$ cat config.mk
export PLATFORM = sky130hd
export DESIGN_NAME = muldiv_unit
export DESIGN_NICKNAME = d
export VERILOG_FILES = /design/src/rtl/muldiv_unit.sv
export SDC_FILE = /design/constraint.sdc
export NUM_CORES = 1
export LEC_CHECK = 0
export BUFFER_PORTS_ARGS = -buffer_cell sky130_fd_sc_hd__buf_4
export CAP_MARGIN = 5
export CELL_PAD_IN_SITES_DETAIL_PLACEMENT = 1
export CELL_PAD_IN_SITES_GLOBAL_PLACEMENT = 2
export CORE_UTILIZATION = 32
export DETAILED_ROUTE_END_ITERATION = 6
export PLACE_DENSITY_LB_ADDON = 0.25
export SYNTH_ARGS = -nofsm -noshare
export SYNTH_HDL_FRONTEND = slang
export SYNTH_SLANG_ARGS = --single-unit
$ cat constraint.sdc
create_clock -name clk -period 5 [get_ports clk]
set_input_delay 0.75 -clock clk [delete_from_list [all_inputs] [get_ports clk]]
set_output_delay 0.75 -clock clk [all_outputs]
set_load 0.05 [all_outputs]
$ cat src/rtl/muldiv_unit.sv
// Iterative MULT/MULTU/DIV/DIVU engine owning HI/LO; result and done arrive WIDTH+1 cycles after start.
// start is ignored while busy; MTHI/MTLO writes only land in IDLE.
module muldiv_unit #(
    parameter int WIDTH = 32
) (
    input  logic             clk,
    input  logic             resetn,
    input  logic             start,
    input  logic [1:0]       op,
    input  logic [WIDTH-1:0] src1,
    input  logic [WIDTH-1:0] src2,
    input  logic             hi_wen,
    input  logic             lo_wen,
    input  logic [WIDTH-1:0] wdata,
    output logic             busy,
    output logic             done,
    output logic [WIDTH-1:0] hi,
    output logic [WIDTH-1:0] lo
);
    localparam int CW = $clog2(WIDTH);

    typedef enum logic [1:0] {IDLE, CALC, FINISH} state_t;

    state_t             state;
    logic               is_div;
    logic               sign1;
    logic               sign2;
    logic               div_zero;
    logic [WIDTH-1:0]   opd;
    logic [WIDTH-1:0]   rem;
    logic [2*WIDTH-1:0] acc;
    logic [CW-1:0]      cnt;

    logic               is_signed;
    logic [WIDTH-1:0]   abs1;
    logic [WIDTH-1:0]   abs2;

    always_comb begin
        is_signed = ~op[0];
        abs1      = (is_signed && src1[WIDTH-1]) ? -src1 : src1;
        abs2      = (is_signed && src2[WIDTH-1]) ? -src2 : src2;
    end

    // Multiply keeps the multiplier in acc's low half and shifts the product in from the top;
    // divide keeps the dividend/quotient in acc's low half and the remainder in rem.
    logic [WIDTH:0]     mul_sum;
    logic [2*WIDTH-1:0] mul_acc_nx;
    logic [WIDTH:0]     div_shift;
    logic [WIDTH+1:0]   div_diff;
    logic               div_ge;
    logic [WIDTH-1:0]   div_rem_nx;
    logic [WIDTH-1:0]   div_q_nx;
    logic               div_unused;
    logic [2*WIDTH-1:0] prod;
    logic [WIDTH-1:0]   quo;
    logic [WIDTH-1:0]   rmd;
    logic [WIDTH-1:0]   fin_hi;
    logic [WIDTH-1:0]   fin_lo;

    always_comb begin
        mul_sum    = {1'b0, acc[2*WIDTH-1:WIDTH]} + (acc[0] ? {1'b0, opd} : {(WIDTH+1){1'b0}});
        mul_acc_nx = {mul_sum, acc[WIDTH-1:1]};

        div_shift  = {rem, acc[WIDTH-1]};
        div_diff   = {1'b0, div_shift} - {2'b00, opd};
        div_ge     = ~div_diff[WIDTH+1];
        div_rem_nx = div_ge ? div_diff[WIDTH-1:0] : div_shift[WIDTH-1:0];
        div_q_nx   = {acc[WIDTH-2:0], div_ge};
        div_unused = div_diff[WIDTH];

        prod = (sign1 ^ sign2) ? -mul_acc_nx : mul_acc_nx;
        quo  = (sign1 ^ sign2) ? -div_q_nx : div_q_nx;
        if (div_zero) begin
            quo = {WIDTH{1'b1}};
        end
        rmd  = sign1 ? -div_rem_nx : div_rem_nx;

        fin_hi = is_div ? rmd : prod[2*WIDTH-1:WIDTH];
        fin_lo = is_div ? quo : prod[WIDTH-1:0];
    end

    always_ff @(posedge clk) begin
        if (!resetn) begin
            state    <= IDLE;
            is_div   <= 1'b0;
            sign1    <= 1'b0;
            sign2    <= 1'b0;
            div_zero <= 1'b0;
            opd      <= '0;
            rem      <= '0;
            acc      <= '0;
            cnt      <= '0;
            busy     <= 1'b0;
            done     <= 1'b0;
            hi       <= '0;
            lo       <= '0;
        end else begin
            case (state)
                IDLE: begin
                    done <= 1'b0;
                    if (hi_wen) hi <= wdata;
                    if (lo_wen) lo <= wdata;
                    if (start) begin
                        is_div   <= op[1];
                        sign1    <= is_signed & src1[WIDTH-1];
                        sign2    <= is_signed & src2[WIDTH-1];
                        div_zero <= op[1] && (src2 == '0);
                        opd      <= op[1] ? abs2 : abs1;
                        acc      <= {{WIDTH{1'b0}}, (op[1] ? abs1 : abs2)};
                        rem      <= '0;
                        cnt      <= '0;
                        busy     <= 1'b1;
                        state    <= CALC;
                    end
                end
                CALC: begin
                    if (is_div) begin
                        acc <= {acc[2*WIDTH-1:WIDTH], div_q_nx};
                        rem <= div_rem_nx;
                    end else begin
                        acc <= mul_acc_nx;
                    end
                    cnt <= cnt + 1'b1;
                    // Last iteration folds in sign correction so HI/LO are valid with done.
                    if (cnt == CW'(WIDTH - 1)) begin
                        hi    <= fin_hi;
                        lo    <= fin_lo;
                        done  <= 1'b1;
                        state <= FINISH;
                    end
                end
                FINISH: begin
                    busy  <= 1'b0;
                    done  <= 1'b0;
                    cnt   <= '0;
                    state <= IDLE;
                end
                default: begin
                    busy  <= 1'b0;
                    done  <= 1'b0;
                    state <= IDLE;
                end
            endcase
        end
    end
endmodule

Word level (Yosys, flattened, before mapping)
Index checks and enable logic that the tools add are counted.

Bits of input ports: 103. Register bits: 205. Output and inout bits: 66.

Add/sub/neg operators: 8. Bitwise logic cells: 6. Reductions and logical operators: 17. Mux-type cells: 31. Eq/ne operators: 9.

Operators by type and width (number): $mux 32 (17); $mux 64 (3); $pmux 32 s2 (3); $neg 32->32 (4); $pmux 64 s2 (1); $neg 64->64 (1); $sub 33x32->34 (1); $add 32x32->33 (1); $logic_not 32->1 (1); $pmux 5 s3 (1); $ne 2x2->1 const B (6); $reduce_and 2->1 (6); $reduce_and 3->1 (4); $add 5x1->5 const B (1); $eq 5x5->1 const B (1); $mux 5 (1); $mux 2 (2); $pmux 2 s2 (1); $logic_and 1x1->1 (3); $not 1->1 (3); $reduce_bool 3->1 (1); $and 1x1->1 (2); $eq 2x1->1 const B (1); $eq 2x2->1 const B (1); other kinds (5) (5).

Logic depth before layout (Yosys ltp)
Gate-level depths: netlist of the first run.

Depth in word-level cells: 8. Gate-level depth with buffers: 25. Gate-level depth less buffers: 21.

Least setup slack after synthesis of the first run
No wires, ideal clock.

Path kind: flip-flop to flip-flop. Start: reg opd[8]. End: reg hi[28]. Period minus slack after synthesis: 4868 ps. Path slack: 132 ps. Stages on the path, launching flop included: 25. Arrival time: 4739 ps. Cells stage by stage: dfxtp_1 inv_1 ha_1 buf_6 a21oi_2 o21ai_2 a21o_1 o311ai_2 nand2_4 buf_6 buf_4 clkbuf_1 nor2_1 a21oi_1 inv_1 ha_1 nand2_1 or3_1 nor4_1 and4_2 o211ai_1 or4_4 o31ai_2 xnor2_1 a21oi_1.

Word-level cells in the longest chain between the ends: 7. Elaborated cells on any way between the ends: 11. Classes of those cells: add/sub: 4; mux: 7.

RTL lines: start, declared (RTL line 29) `logic [WIDTH-1:0] opd;`; start signal, assigned (RTL line 108) `opd <= op[1] ? abs2 : abs1;`; $mux 32 / $sub 33x32->34 (equally long branches) (RTL line 61, 65); $add 32x32->33 / $mux 32 (equally long branches) (RTL line 61, 67); $neg 64->64 / $neg 32->32 (equally long branches) (RTL line 71, 76); $mux 64 / $mux 32 (equally long branches) (RTL line 71, 76); $mux 32 (*) (RTL line 78) `fin_hi = is_div ? rmd : prod[2*WIDTH-1:WIDTH];`; $mux 32 (*) (RTL line 125) `if (cnt == CW'(WIDTH - 1)) begin`; $pmux 32 s2 (*) (RTL line 98) `case (state)`; end signal, assigned (RTL line 101) `if (hi_wen) hi <= wdata;`; end signal, assigned (RTL line 126) `hi <= fin_hi;`; end, declared (RTL line 17) `output logic [WIDTH-1:0] hi,`.

Every way passes the cells marked *; elsewhere a longest branch is shown, timed or not. The select of a mux whose other input is x is not followed. A chain may end at the register's enable or synchronous reset.

Worst setup path in the final report of the first run
Start: reg opd[25]. End: reg hi[26].

The elaborated chain is that of the path after synthesis.

==> impl_metrics.ini, run 1 <==
[pwr]
ir_drop_uv = 244
leakage_nw = 8.54
power.density_mw_per_mm2 = 276
power.total_w = 0.00608

[floorplan]
dieWidth_microns = 245
initial_utilization_pct = 32.6
dieArea_sq_mm = 0.0603
num_io_pins = 169
dieHeight_microns = 245
core_area_sq_mm = 0.0581
rows = 88

[drt]
routed_wl_microns = 88500
vias = 20800
drt-pass1-iter-count = 5
wire_per_inst_microns = 25.5
ant_nets = 0
drt_iter0_drc = 1568
viasPerCell = 5.99
drc = 0

[logic_synthesis]
synth_edf_count = 0
yosysMostFrequentCell = nor2_1
synth_top_family_by_area = compound AO/OA/AOI/OAI gates
yosys.area.top_type = dfxtp_1
yosysWarningCount = 0
synthAdderAreaFrac_pct = 4.89
synth_compound_area_share_pct = 31.2
netlist_instances = 2614
yosysSeqAreaShare_pct = 21.6
synth-simple-area-share_pct = 23.2
syn-num-nets = 2790
yosysTopAreaCellShare_pct = 21.6
synth-xor-area-share_pct = 9.10
synthTopCellsByArea = dfxtp_1 (22%), nor2_1 (7.2%), a21oi_1 (5.9%)
ys_async_sr_fraction_pct = 0
ys_ff_latch = 205
synth_flop_cell = dfxtp_1
synth_commonest_cells = nor2_1 (365), nand2_1 (231), a21oi_1 (223), dfxtp_1 (205), clkbuf_1 (155)
synth_mux_area_share_pct = 3.94
synth_cell_type_count = 117
syn_area_sq_mm = 0.0190
avgSynthCellArea_sq_um = 7.26

[run]
maxCapViolCount = 0

[place]
dp_cells = 3421
gp_congestion = 0.922
hpwlAfterDp_microns = 69500
port_buffers = 168

[finish]
drive_gt1_share_pct = 15.0
finalNonFillerCells = 3475
syn_to_final_growth_pct = 16.1
layout.nets = 2863

[worst_setup_path]
critical_path.slowest_cell = or4_4
path_cells = inv_1 > ha_1 > nand4_2 > nor4_4 > a221oi_2 > o31a_2 > nand2_4 > nand2_1 > o21ai_1 > ha_2 > nand2_1 > or3_1 > nor4_1 > and4_2 > o211ai_1 > or4_4 > o211ai_1 > a21oi_1 > o21ai_1
start_kind = register
path_delay_family = simple AND/OR/NAND/NOR gates
setup.worst_path.end_class = register
cp.arrival_ns = 5.36
r2r-start = opd[25]
cp.required_ns = 5.53
critPathMaxFanout = 10
path_class = register to register
path_buf_inv = 1
critPathLaunch = opd[25]
cpPeakStageDelay_ns = 0.55

[global_route]
grt_overflow = 0
grt_max_degree = 85
grt_usage_pct = 28.4
grt_antenna_before_repair = 1
grt_first_pass_wirelength_microns = 132000
first_global_vias = 20500

[hold_path]
hp-start = wdata[25]
min_path_type = input pin to register

[sta]
hold_viol = 0
max_freq_mhz = 207
skew_ns = 0.0301
min_period_ns = 4.83
grt_setup_unrepaired = true
worst_pin_slew_ns = 1.12
slew_headroom_pct = 25.5
final-max-slew-violation-count = 0
period_share_pct = 96.7
setup_viol = 0

[clocking]
clockRootBuffer = clkbuf_16
clkSinkCount = 205
cts_buffers = 28
cts_tree = done
clk-insertion-delay-late_ns = 0.60
clkTransAtPathRegs_ns = 0.06
cts_buffer_depth = 3
postCtsHoldBufs = 0
htree_levels = 1

[outcome]
outcome = finished, final reports clean
-- worst register-to-register path, stage by stage, from the launching register on --
cell and delay, ns:
dfxtp_1 0.34, inv_1 0.08, ha_1 0.42, nand4_2 0.21, nor4_4 0.52, a221oi_2 0.13
o31a_2 0.18, nand2_4 0.17, nand2_1 0.08, o21ai_1 0.12, ha_2 0.26, nand2_1 0.06
or3_1 0.37, nor4_1 0.25, and4_2 0.26, o211ai_1 0.13, or4_4 0.55, o211ai_1 0.30
a21oi_1 0.15, o21ai_1 0.19
-- through the flow --
| step | setup slack (ns) | area, sq um | setup TNS (ns) | util (%) | hold slack (ns) |
|---|---|---|---|---|---|
| floorplan | 0.132 | 19000 | 0 | - | 0.432 |
| global placement | 0.319 | 21000 | 0 | 36.2 | 0.441 |
| detailed placement | 0.144 | 21000 | 0 | 36.2 | 0.449 |
| CTS | 0.113 | 22000 | 0 | 37.8 | 0.398 |
| global route | -0.0316 | 22000 | -0.0316 | 37.9 | 0.431 |
| finish | 0.165 | 22000 | 0 | 37.9 | 0.433 |
-- sequential cells by signal, indices dropped and copies added (netlist names), 2 cells and up --
name and cells:
cnt 5, hi 32, state 2, lo 32, opd 32, acc 64, rem 32
-- area by class of cell --
type                            count  area, sq um
Antenna cell                        1         2.50
Clock inverter                     14          148
Sequential cell                   205         4110
Inverter                           67          259
Timing Repair Buffer              256         1930
Multi-Input combinational cell   2129        13800
Fill cell                        7183        36100
Tap cell                          765          957
Clock buffer                       38          808
-- placed cells by master, fill, tap and decap left out, types with 37 or more instances in the layout --
cell	instances
nor2_1	361
buf_4	255
nand2_1	230
a21oi_1	221
dfxtp_1	204
o21ai_0	141
a211oi_1	105
xnor2_1	98
xor2_1	96
ha_1	70
inv_1	63
mux2i_1	60
o211ai_1	55
a31oi_1	50
nor3_1	43
a22oi_1	38
nand3_1	37
-- cell families (layout without fill, tap and decap cells) --
kind of cell               Yosys count  in the layout
AOI/OAI and AO/OA                  873            873
xor gates and xnor gates           197            197
DFF                                205            205
muxes                               73             73
other                                0              1
buffers and inverters              280            375
adders and majority gates           73             73
and+or+nand+nor                    913            913
-- metal layers --
metal  vias up  wire length (microns)  track usage, %
met5         -                      0               0
met4         0                   2510            7.93
met3        93                   4170            2.32
met2       563                  39800            45.6
met1     10400                  42000            40.3
li1       9738                      -               -
-- where the power goes --
part / internal (W) / switching [W] / total (W)
combinational: 0.000682 / 0.00137 / 0.00205
sequential: 0.00174 / 0.000159 / 0.00190
clock: 0.00123 / 0.000884 / 0.00212
-- worst paths after layout --
kind             end  slack, ns  cells after the start
max           hi[26]       0.17                     19
min           lo[25]       0.43                      3
max reg2reg   hi[26]       0.17                     19
min reg2reg  opd[11]       0.45                      2
-- what timing repair did --
| action | CTS | global route |
|---|---|---|
| setup endpoints to repair | 0 | 10 |
| gates resized for setup | 0 | 8 |
| hold endpoints to repair | 0 | 0 |
| buffers inserted | 0 | 1 |
No activity file was read; power rests on OpenSTA's default activity.
==> run 2: changes to the inputs <==
Settings changed: CORE_MARGIN from default to 8, CORE_UTILIZATION 32 to 35.
Clock period 5 ns to 5.4 ns, I/O delays scaled along.
==> run 2 against run 1 <==
  * Total power decreased by 6.7%
  * Worst hold slack improved by 0.016 ns
  * Sequential share of layout area increased by 0.10 points
  * Die area increased by 2.7%
==> impl_metrics.ini, run 2 (same netlist as run 1, synthesis figures left out) <==
[drt]
viasPerCell = 6.15
drt_iter0_drc = 1775
routed_wl_microns = 90400
vias = 20900
drc = 0
ant_nets = 0
wire_per_inst_microns = 26.6
drt-pass1-iter-count = 5

[pwr]
power.density_mw_per_mm2 = 259
ir_drop_uv = 229
leakage_nw = 8.50

[worst_setup_path]
r2r_cells = 22
crit_path_end = hi[20]
critPathLaunch = opd[26]
setup.worst_path.end_class = register
r2r_slack_ns = 0.33
cp.required_ns = 5.85
r2r-start = opd[26]
path_class = register to register
rr_endpoint = hi[20]
start_kind = register
cp.arrival_ns = 5.52
critPathMaxFanout = 13

[global_route]
grt_max_degree = 111
grt_overflow = 0
grt_antenna_before_repair = 0
grt_first_pass_wirelength_microns = 135000
grt_usage_pct = 27.7
first_global_vias = 20500

[clocking]
cts_buffer_depth = 3
cts_buffers = 29
cts_tree = done
htree_levels = 1
clockRootBuffer = clkbuf_16
postCtsHoldBufs = 0
clkSinkCount = 205
clk-insertion-delay-late_ns = 0.60
clkTransAtPathRegs_ns = 0.06

[sta]
final.setup.tns_ns = 0
final-max-slew-violation-count = 0
worst_pin_slew_ns = 1.16
min_period_ns = 5.07
setup_viol = 0
period_share_pct = 93.8
hold_viol = 0
slew_headroom_pct = 22.6
skew_ns = 0.0370
max_freq_mhz = 197
grt_setup_unrepaired = false

[finish]
fillers = 6597
drive_gt1_share_pct = 14.6
layout_common_cells = nor2_1 (362), buf_4 (249), nand2_1 (230), a21oi_1 (221), dfxtp_1 (204)
top_register = acc
layout.nets = 2858
final_common_cell = nor2_1
seq_area_sq_mm = 0.00411
diodes = 0
largest_register_ffs = 64
syn_to_final_growth_pct = 15.4
multi_input_area_sq_mm = 0.0138
finalNonFillerCells = 3401

[floorplan]
rows = 85
dieArea_sq_mm = 0.0619
dieHeight_microns = 249
initial_utilization_pct = 35.3
core_area_sq_mm = 0.0537
num_io_pins = 169
dieWidth_microns = 249

[run]
maxCapViolCount = 0

[place]
dp_cells = 3342
hpwlAfterDp_microns = 71000
gp_congestion = 0.947
port_buffers = 168

[hold_path]
min_path_type = register to register

[outcome]
outcome = finished, final reports clean
-- run 2: area by class of cell --
cell class | instances | area share [%]
timing repair buffer | 250 | 8.63
sequential | 205 | 18.8
clock inverter | 15 | 0.868
multi-input combinational | 2129 | 63.0
clock buffer | 39 | 3.62
inverter | 67 | 1.18
tap | 696 | 3.98
-- run 2: what timing repair did --
action                                  4_1_cts  5_1_grt
buffers inserted                              0        5
gates resized for setup                       0        3
endpoints found under the setup margin        0        7
-- run 2: metrics by stage --
stage	util (%)	total power (W)	worst slack (ns)	hold slack, ns	area [sq um]
floorplan	-	0.00297	0.532	0.432	19000
global placement	38.9	0.00361	0.423	0.440	20900
detailed placement	38.9	0.00364	0.142	0.447	20900
CTS	40.7	0.00568	0.147	0.454	21800
global route	40.8	0.00590	0.0312	0.475	21900
finish	40.8	0.00567	0.334	0.449	21900
-- run 2: worst min-delay path by stage --
stage | startpoint | to | slack [ns] | cells after the start
floorplan | opd[20] | opd[20] | 0.43 | 2
detailed placement | opd[11] | opd[11] | 0.45 | 2
global route | opd[19] | opd[19] | 0.48 | 2
finish | opd[9] | opd[9] | 0.45 | 2
global placement | opd[29] | opd[29] | 0.44 | 2
CTS | opd[11] | opd[11] | 0.45 | 2
-- run 2: power breakdown --
| part | total, W | switching (W) | internal (W) |
|---|---|---|---|
| logic | 0.00188 | 0.00126 | 0.000619 |
| clock network | 0.00203 | 0.000812 | 0.00122 |
| registers | 0.00176 | 0.000139 | 0.00162 |
-- run 2: layer usage --
metal	track usage, %	up-vias	share of wire (%)
li1	-	9725	-
met2	44.2	571	45
met4	7.32	0	2.8
met1	38.9	10500	47
met3	3.38	81	5.2
met5	0	-	0
-- run 2: worst max-delay path: stages, from the launching register on --
cell and delay (ns):
dfxtp_1 0.32, inv_1 0.06, ha_1 0.42, a21o_1 0.24, a31o_1 0.26, a221oi_2 0.32
o31a_2 0.31, nand2_4 0.17, nor2_1 0.14, a21oi_1 0.08, inv_1 0.10, ha_1 0.25
nand4b_1 0.19, or2_2 0.35, or4_1 0.41, nor3_1 0.20, a41oi_2 0.12, nor3b_2 0.25
buf_4 0.16, a31oi_1 0.11, xnor2_1 0.17, a21oi_1 0.21, a31oi_1 0.10
